===== src/rtl/aes_round_ctrl.sv =====
// Purpose: sequencing controller for an iterative AES-128 encryption datapath. It loads the job,
//          steps rounds 1..NR and expands each round key on the fly through a shared S-box side port.
// Latency: accept at T, rounds 1..NR-1 at T+1..T+NR-1, final round at T+NR, out_valid from T+NR+1.
// Backpressure: out_valid is held in DONE until out_ready=1. in_ready is high only in IDLE, so start
//          is ignored while a job is in flight.
//
// Ports:
//   clk, rst           : clock and synchronous active-high reset
//   start, key         : job request and cipher key (key is sampled in the accept cycle)
//   in_ready           : controller is idle and can accept a job
//   dp_load            : pulse; the datapath loads plaintext ^ key
//   dp_round_en        : the datapath applies one round using round_key
//   dp_final           : qualifies dp_round_en; this is the last round, with no MixColumns
//   round_idx          : round being applied (1..NR), 0 otherwise
//   round_key          : key for the current round; zero when no round is active
//   ks_word_out        : RotWord(w3) sent to the shared S-box
//   ks_word_in         : SubWord(ks_word_out), returned combinationally
//   out_valid          : result handshake
//   out_ready          : result handshake
//   busy               : a job is in flight (ROUND, FINAL or DONE)
module aes_round_ctrl #(
  // Only 10 (AES-128) is meaningful; the rcon progression is sized for exactly 10 key steps.
  parameter int NR = 10
) (
  input  logic         clk,
  input  logic         rst,
  input  logic         start,
  input  logic [127:0] key,
  output logic         in_ready,
  output logic         dp_load,
  output logic         dp_round_en,
  output logic         dp_final,
  output logic [3:0]   round_idx,
  output logic [127:0] round_key,
  output logic [31:0]  ks_word_out,
  input  logic [31:0]  ks_word_in,
  output logic         out_valid,
  input  logic         out_ready,
  output logic         busy
);

  typedef enum logic [1:0] {
    S_IDLE  = 2'd0,
    S_ROUND = 2'd1,
    S_FINAL = 2'd2,
    S_DONE  = 2'd3
  } state_t;

  localparam logic [3:0] NR_W      = 4'(NR);
  localparam logic [3:0] LAST_STEP = 4'(NR - 1);

  state_t       state_q, state_d;
  logic [127:0] key_q, key_d;
  logic [7:0]   rcon_q, rcon_d;
  logic [3:0]   round_q, round_d;

  logic [31:0]  w0, w1, w2, w3;
  logic [31:0]  t, n0, n1, n2, n3;
  logic [127:0] step_key;
  logic [7:0]   rcon_next;

  // One key-schedule step. key_q holds the previous round key, so its result is the key
  // for the round currently being applied.
  assign w0 = key_q[127:96];
  assign w1 = key_q[95:64];
  assign w2 = key_q[63:32];
  assign w3 = key_q[31:0];

  assign ks_word_out = {w3[23:0], w3[31:24]};
  assign t           = ks_word_in ^ {rcon_q, 24'h0};
  assign n0          = w0 ^ t;
  assign n1          = w1 ^ n0;
  assign n2          = w2 ^ n1;
  assign n3          = w3 ^ n2;
  assign step_key    = {n0, n1, n2, n3};

  // Multiplication by x in GF(2^8): 01 02 04 ... 80 1b 36.
  assign rcon_next = {rcon_q[6:0], 1'b0} ^ (rcon_q[7] ? 8'h1b : 8'h00);

  // The key is zeroed outside round cycles so the port does not expose a stale schedule word.
  assign round_key = dp_round_en ? step_key : 128'h0;

  always_comb begin
    state_d     = state_q;
    key_d       = key_q;
    rcon_d      = rcon_q;
    round_d     = round_q;
    in_ready    = 1'b0;
    dp_load     = 1'b0;
    dp_round_en = 1'b0;
    dp_final    = 1'b0;
    round_idx   = 4'd0;
    out_valid   = 1'b0;
    busy        = 1'b1;

    unique case (state_q)
      S_IDLE: begin
        in_ready = 1'b1;
        busy     = 1'b0;
        if (start) begin
          dp_load = 1'b1;
          key_d   = key;
          rcon_d  = 8'h01;
          round_d = 4'd1;
          state_d = (NR == 1) ? S_FINAL : S_ROUND;
        end
      end
      S_ROUND: begin
        dp_round_en = 1'b1;
        round_idx   = round_q;
        key_d       = step_key;
        rcon_d      = rcon_next;
        round_d     = round_q + 4'd1;
        if (round_q == LAST_STEP) begin
          state_d = S_FINAL;
        end
      end
      S_FINAL: begin
        // key_q and rcon_q are left alone; the schedule is not needed after this round.
        dp_round_en = 1'b1;
        dp_final    = 1'b1;
        round_idx   = NR_W;
        state_d     = S_DONE;
      end
      S_DONE: begin
        out_valid = 1'b1;
        if (out_ready) begin
          state_d = S_IDLE;
        end
      end
      default: begin
        state_d = S_IDLE;
      end
    endcase
  end

  always_ff @(posedge clk) begin
    if (rst) begin
      state_q <= S_IDLE;
      key_q   <= 128'h0;
      rcon_q  <= 8'h01;
      round_q <= 4'd0;
    end else begin
      state_q <= state_d;
      key_q   <= key_d;
      rcon_q  <= rcon_d;
      round_q <= round_d;
    end
  end

endmodule


===== config.mk =====
export PLATFORM = sky130hd
export DESIGN_NAME = aes_round_ctrl
export DESIGN_NICKNAME = d
export VERILOG_FILES = /design/src/rtl/aes_round_ctrl.sv
export SDC_FILE = /design/constraint.sdc
export NUM_CORES = 1
export LEC_CHECK = 0
export CAP_MARGIN = 20
export CORE_MARGIN = 10
export CORE_UTILIZATION = 40
export CTS_CLUSTER_DIAMETER = 50
export DETAILED_ROUTE_END_ITERATION = 10
export HOLD_SLACK_MARGIN = 0.02
export PLACE_DENSITY = 0.74
export SKIP_CTS_REPAIR_TIMING = 1
export SYNTH_ARGS = -nofsm -noshare
export SYNTH_HDL_FRONTEND = slang
export SYNTH_SLANG_ARGS = --single-unit

===== constraint.sdc =====
create_clock -name clk -period 1.85 [get_ports clk]
set_input_delay 0.37 -clock clk [delete_from_list [all_inputs] [get_ports clk]]
set_output_delay 0.37 -clock clk [all_outputs]
set_load 0.01 [all_outputs]

=== Word level (Yosys, flattened, before mapping) ===
Index checks and enable logic that the tools add are counted.

* Add/subtract/negate cells: 1
* Equal/unequal tests: 7
* Muxes and demuxes: 20
* Bitwise gates (word level): 6
* Reduce and logical (&&, ||, !) cells: 5

{| class="wikitable"
|+ Operators by type and width
! operator !! number
|-
| two-way mux 128 bit || 2
|-
| one-hot mux 128 bit (2 select lines) || 1
|-
| XOR 32 bit || 5
|-
| one-hot mux 4 bit (2 select lines) || 2
|-
| one-hot mux 8 bit (2 select lines) || 1
|-
| two-way mux 8 bit || 1
|-
| one-hot mux 2 bit (4 select lines) || 1
|-
| XOR 8 x 5 -> 8 bit || 1
|-
| two-way mux 1 bit || 7
|-
| two-way mux 2 bit || 3
|-
| inequality test 2 bit, second input constant || 3
|-
| two-way mux 5 bit || 1
|-
| adder 4 x 1 -> 4 bit, second input constant || 1
|-
| == test 2 bit, second input constant || 2
|-
| == test 4 bit, second input constant || 1
|-
| two-way mux 4 bit || 1
|-
| AND reduction 3 bit || 1
|-
| == test 2 x 1 -> 1 bit, second input constant || 1
|-
| zero test 2 bit || 1
|-
| AND reduction 2 bit || 1
|-
| nonzero test 2 bit || 1
|-
| OR reduction 2 bit || 1
|}

* Register bits: 142
* Bits of input ports: 164
* Output and inout port bits: 170
* Word-level logic and storage cells: 43

=== Depth between registers and ports, before layout ===
* Depth after elaboration: 6
* Mapped depth: 10
* Depth with buffers taken out: 7

=== Least setup slack after synthesis ===
Ideal clock, no wire load.

* Path kind: reg-to-output
* Start: register state_q[0]
* End: output round_idx[1]
* Arrival: 1,633 ps
* Setup slack: -153 ps
* Stages on the path, launching flop included: 7
* Buffers on the path: 2
* Cells stage by stage: dfxtp_1 inv_1 ha_1 inv_2 clkbuf_1 buf_1 nor2_1

* Longest elaborated chain between the ends: 2
* Elaborated cells between the ends (all ways): 3
* Those cells by class: eq/ne: 2; mux: 1

{| class="wikitable"
|+ Ends and longest elaborated chain
! item !! line !! source
|-
| from (decl) || 52 || <nowiki>state_t state_q, state_d;</nowiki>
|-
| from (signal assigned) || 144 || <nowiki>state_q <= state_d;</nowiki>
|-
| == test 2 bit or == test 2 x 1 -> 1 bit (tied branches) || 96 || <nowiki>unique case (state_q)</nowiki>
|-
| one-hot mux 4 bit (2 select lines) (*) || 96 ||
|-
| to (decl) || 33 || <nowiki>output logic [3:0] round_idx,</nowiki>
|}

Every way passes the cells marked *; elsewhere a longest branch is shown, timed or not.

=== Final worst setup path ===
* Start: register rcon_q[4]
* End: output round_key[28]

* Longest elaborated chain between the ends: 6

{| class="wikitable"
|+ Ends and longest elaborated chain
! item !! line !! source
|-
| from (decl) || 54 || <nowiki>logic [7:0] rcon_q, rcon_d;</nowiki>
|-
| from (signal assigned) || 146 || <nowiki>rcon_q <= rcon_d;</nowiki>
|-
| XOR 32 bit || 70 || <nowiki>assign t = ks_word_in ^ {rcon_q, 24'h0};</nowiki>
|-
| XOR 32 bit || 71 || <nowiki>assign n0 = w0 ^ t;</nowiki>
|-
| XOR 32 bit || 72 || <nowiki>assign n1 = w1 ^ n0;</nowiki>
|-
| XOR 32 bit || 73 || <nowiki>assign n2 = w2 ^ n1;</nowiki>
|-
| XOR 32 bit || 74 || <nowiki>assign n3 = w3 ^ n2;</nowiki>
|-
| two-way mux 128 bit || 81 || <nowiki>assign round_key = dp_round_en ? step_key : 128'h0;</nowiki>
|-
| to (decl) || 34 || <nowiki>output logic [127:0] round_key,</nowiki>
|}

No other way between the ends.

==> flow_metrics.py <==
metrics = {
    "setup_path": {
        "crit_buf_inv": 1,
        "slowest_stage": "sky130_fd_sc_hd__xor3_2",
        "critical_path.endpoint_type": "output port",
        "critical_path.max_stage_delay_ns": 0.44,
        "required_ns": 1.48,
        "timing.critical_path.cells": "xor3_2, xnor2_4, xnor2_2, nor2_1, buf_2",
        "worstSetupPathType": "flop to output port",
        "critical_path_arrival_ns": 1.81,
        "setup.worst_path.start_class": "flop",
        "critical-path-top-delay-family": "XOR/XNOR gates",
        "path_max_fanout": 4,
    },
    "cells_and_area": {
        "nFillCells": 1940,
        "layout_common_cells": "sky130_fd_sc_hd__buf_4, sky130_fd_sc_hd__nor2_1, sky130_fd_sc_hd__nand2_1",
        "layout_cell_share_with_drive_strength_beyond_1_pct": 38.3,
        "design.final.nets": 1972,
        "layout_commonest_cell": "sky130_fd_sc_hd__buf_4",
        "synthToLayoutAreaGrowth_pct": 70.9,
        "stdcell_area_um2": 17300,
    },
    "clocking": {
        "clock_slew_seen_by_the_registers_of_the_worst_setup_and_hold_paths_ns": 0.07,
        "ctsLongestPathBuffers": 2,
        "numClockSinks": 142,
        "tritoncts": "yes",
        "root_buffer": "sky130_fd_sc_hd__clkbuf_16",
        "clk-insertion-delay-late_ns": 0.43,
        "ctsHtreeMaxLevel": 4,
        "cts_made_buffers": 17,
    },
    "power_and_ir_drop": {
        "clkPwrFrac_pct": 9.8,
        "p_sw_w": 0.0185,
        "seq_power_share_pct": 12.9,
        "share_comb_of_total_power_pct": 77.3,
        "leakagePower_nw": 7.50,
        "power_switching_share_pct": 45.4,
        "irDropWorstVdd_v": 0.000983,
        "internal_power_w": 0.0222,
        "power.density_cell_area_nw_per_um2": 2350,
    },
    "grt": {
        "grtUsageTotal_pct": 23.5,
        "grt_start_max_net_pins": 79,
        "overflow": 0,
        "antenna_violations_before_repair": 7,
        "grt_first_pass_wirelength_mm": 59.3,
        "via_count_of_the_first_global_routing_pass": 10754,
    },
    "placed_design": {
        "placement.setup.worst_slack_ns": -0.801,
        "placement.cell_area_um2": 15000,
        "portBuffers": 333,
        "routability_cong": 0.895,
        "dp_hpwl_mm": 29.6,
    },
    "routing": {
        "vias": 11768,
        "detail-route-antenna-nets": 0,
        "routed.top_layer": "met5",
        "routed_wl_mm": 46.0,
        "drt_first_pass_iters": 5,
        "met3_length_mm": 3.82,
        "wl_per_cell_um": 21.4,
        "drt-met1-wl_mm": 18.4,
        "drt_iter0_drc": 1033,
        "drt-vias-per-instance": 5.47,
        "drc": 0,
        "met2_wirelength_mm": 22.1,
    },
    "timing": {
        "holdWs_ns": 0.223,
        "final-max-slew-violation-count": 0,
        "min_period_over_period_pct": 118,
        "finClkSkew_ns": 0.0143,
        "post_layout_minimum_cycle_time_ns": 2.18,
        "finalSetupViolations": 186,
        "worstMarginPinSlew_ns": 0.464,
        "slew_headroom_pct": 69.0,
        "rsz_0062_raised_after_global_routing": "yes",
        "finalHoldViolCount": 0,
        "fmax_ghz": 0.459,
        "worst_slack_ns": -0.330,
        "setup_tns_ns": -32.10,
    },
    "floorplanning": {
        "dieHeight_um": 179,
        "core-area_um2": 25000,
        "initial_core_util_pct": 40.4,
        "die_width_um": 179,
        "top_level_ports": 334,
        "die_area_um2": 32100,
        "placement_rows": 58,
    },
    "yosys": {
        "yosys_register_bits": 142,
        "synth_sequential_area_ratio_pct": 28.1,
        "synthesis.area_um2": 10100,
        "ys_types": 42,
        "synthesis.yosys.warnings": 0,
        "syn_nets": 1486,
        "avgSynthCellArea_um2": 7.69,
        "post_synth_inst_count": 1316,
    },
    "status": {
        "status": "finished, violations left",
        "violations": "setup timing",
    },
    "job": {
        "max_cap_violations": 0,
    },
    "min_path": {
        "timing.hold.worst.class": "input port to flop",
    },
}
==> logic make-up (layout without fill, tap and decap cells) <==
| group | after synthesis | after routing | synth area share, % |
|---|---|---|---|
| buffers and inverters | 145 | 644 | 7.45 |
| muxes | 2 | 2 | 0.198 |
| and+or+nand+nor | 552 | 552 | 24.7 |
| other | 0 | 6 | 0 |
| AOI/OAI and AO/OA | 330 | 330 | 20.8 |
| adders and majority gates | 6 | 6 | 0.742 |
| DFF | 142 | 142 | 28.1 |
| xor gates and xnor gates | 139 | 139 | 18.0 |
==> routing by layer <==
metal | vias to the layer above | track usage, %
li1 | 5404 | -
met1 | 5724 | 30.3
met4 | 2 | 8.82
met3 | 100 | 5.24
met2 | 538 | 37.6
met5 | - | 0
==> power groups by stage <==
stage                     registers, W  clock network (W)  logic, W
final                          0.00524            0.00398    0.0315
after global routing           0.00538            0.00414    0.0334
after CTS                      0.00505            0.00402    0.0265
after detailed placement       0.00510                  0    0.0263
after global placement         0.00505                  0    0.0258
after floorplan                0.00506                  0    0.0140
==> cell usage after synthesis (all sizes together) <==
library cell / count / area share, %
nor2b: 24 / 1.5
clkinv: 1 / 0.037
nor3: 16 / 0.79
xor3: 8 / 2.0
inv: 14 / 0.52
o31ai: 24 / 1.8
nand3b: 1 / 0.074
o22ai: 1 / 0.062
xor2: 35 / 3.0
nor2: 217 / 8.0
dfxtp: 142 / 28
a22oi: 65 / 4.8
a211oi: 17 / 1.3
nand2b: 4 / 0.25
nor3b: 24 / 1.8
o21ai: 81 / 4.0
and3: 2 / 0.12
a21oi: 100 / 5.1
a311oi: 1 / 0.087
nand3: 1 / 0.049
o2bb2ai: 32 / 2.8
or2: 24 / 1.5
dlygate4sd1: 2 / 0.17
clkbuf: 58 / 2.2
and2: 36 / 2.5
mux2i: 2 / 0.20
nand2: 179 / 6.6
o32ai: 8 / 0.84
ha: 6 / 0.74
xnor2: 96 / 13
buf: 70 / 4.6
a21o: 1 / 0.074
or3: 24 / 1.5
==> layout make-up <==
class | count | area (µm²) | area share [%]
sequential | 142 | 2870 | 16.6
inverter | 15 | 73.8 | 0.427
timing repair buffer | 596 | 5660 | 32.7
antenna | 6 | 15.0 | 0.0868
clock buffer | 19 | 453 | 2.62
multi-input combinational | 1029 | 7590 | 43.9
tap | 330 | 413 | 2.39
timing repair inverter | 1 | 8.76 | 0.0506
clock inverter | 13 | 210 | 1.22
==> worst paths after layout <==
kind	start	end	slack (ns)	cells past startpoint
worst min-delay path	rst	key_q[88]$_SDFFE_PP0P_	0.22	2
worst max-delay path	rcon_q[4]$_SDFFE_PP0P_	round_key[28]	-0.33	5
worst min register to register	key_q[41]$_SDFFE_PP0P_	key_q[41]$_SDFFE_PP0P_	0.47	2
worst max register to register	state_q[1]$_SDFFE_PP0P_	key_q[27]$_SDFFE_PP0P_	-0.11	8
==> worst reg2reg max path: stages, from the launching register on <==
cell	delay (ns)
sky130_fd_sc_hd__dfxtp_2	0.34
sky130_fd_sc_hd__inv_2	0.06
sky130_fd_sc_hd__buf_4	0.13
sky130_fd_sc_hd__ha_4	0.20
sky130_fd_sc_hd__buf_8	0.15
sky130_fd_sc_hd__a21oi_4	0.37
sky130_fd_sc_hd__buf_2	0.27
sky130_fd_sc_hd__a21oi_1	0.06
sky130_fd_sc_hd__o32ai_1	0.29
==> flip-flops by register name (all words and copies together) (netlist names) <==
signal	flops
rcon_q	8
key_q	128
state_q	2
round_q	4
==> per-stage QoR <==
stage                     power, W  cells  util [%]
final                       0.0407   2151      69.1
after detailed placement    0.0314   2052      59.9
after CTS                   0.0355   2084      62.5
after global placement      0.0309   2052      59.9
after floorplan             0.0190   1316         -
after global routing        0.0429   2150      69.1
Note: power is estimated with default switching activity, not from simulation.
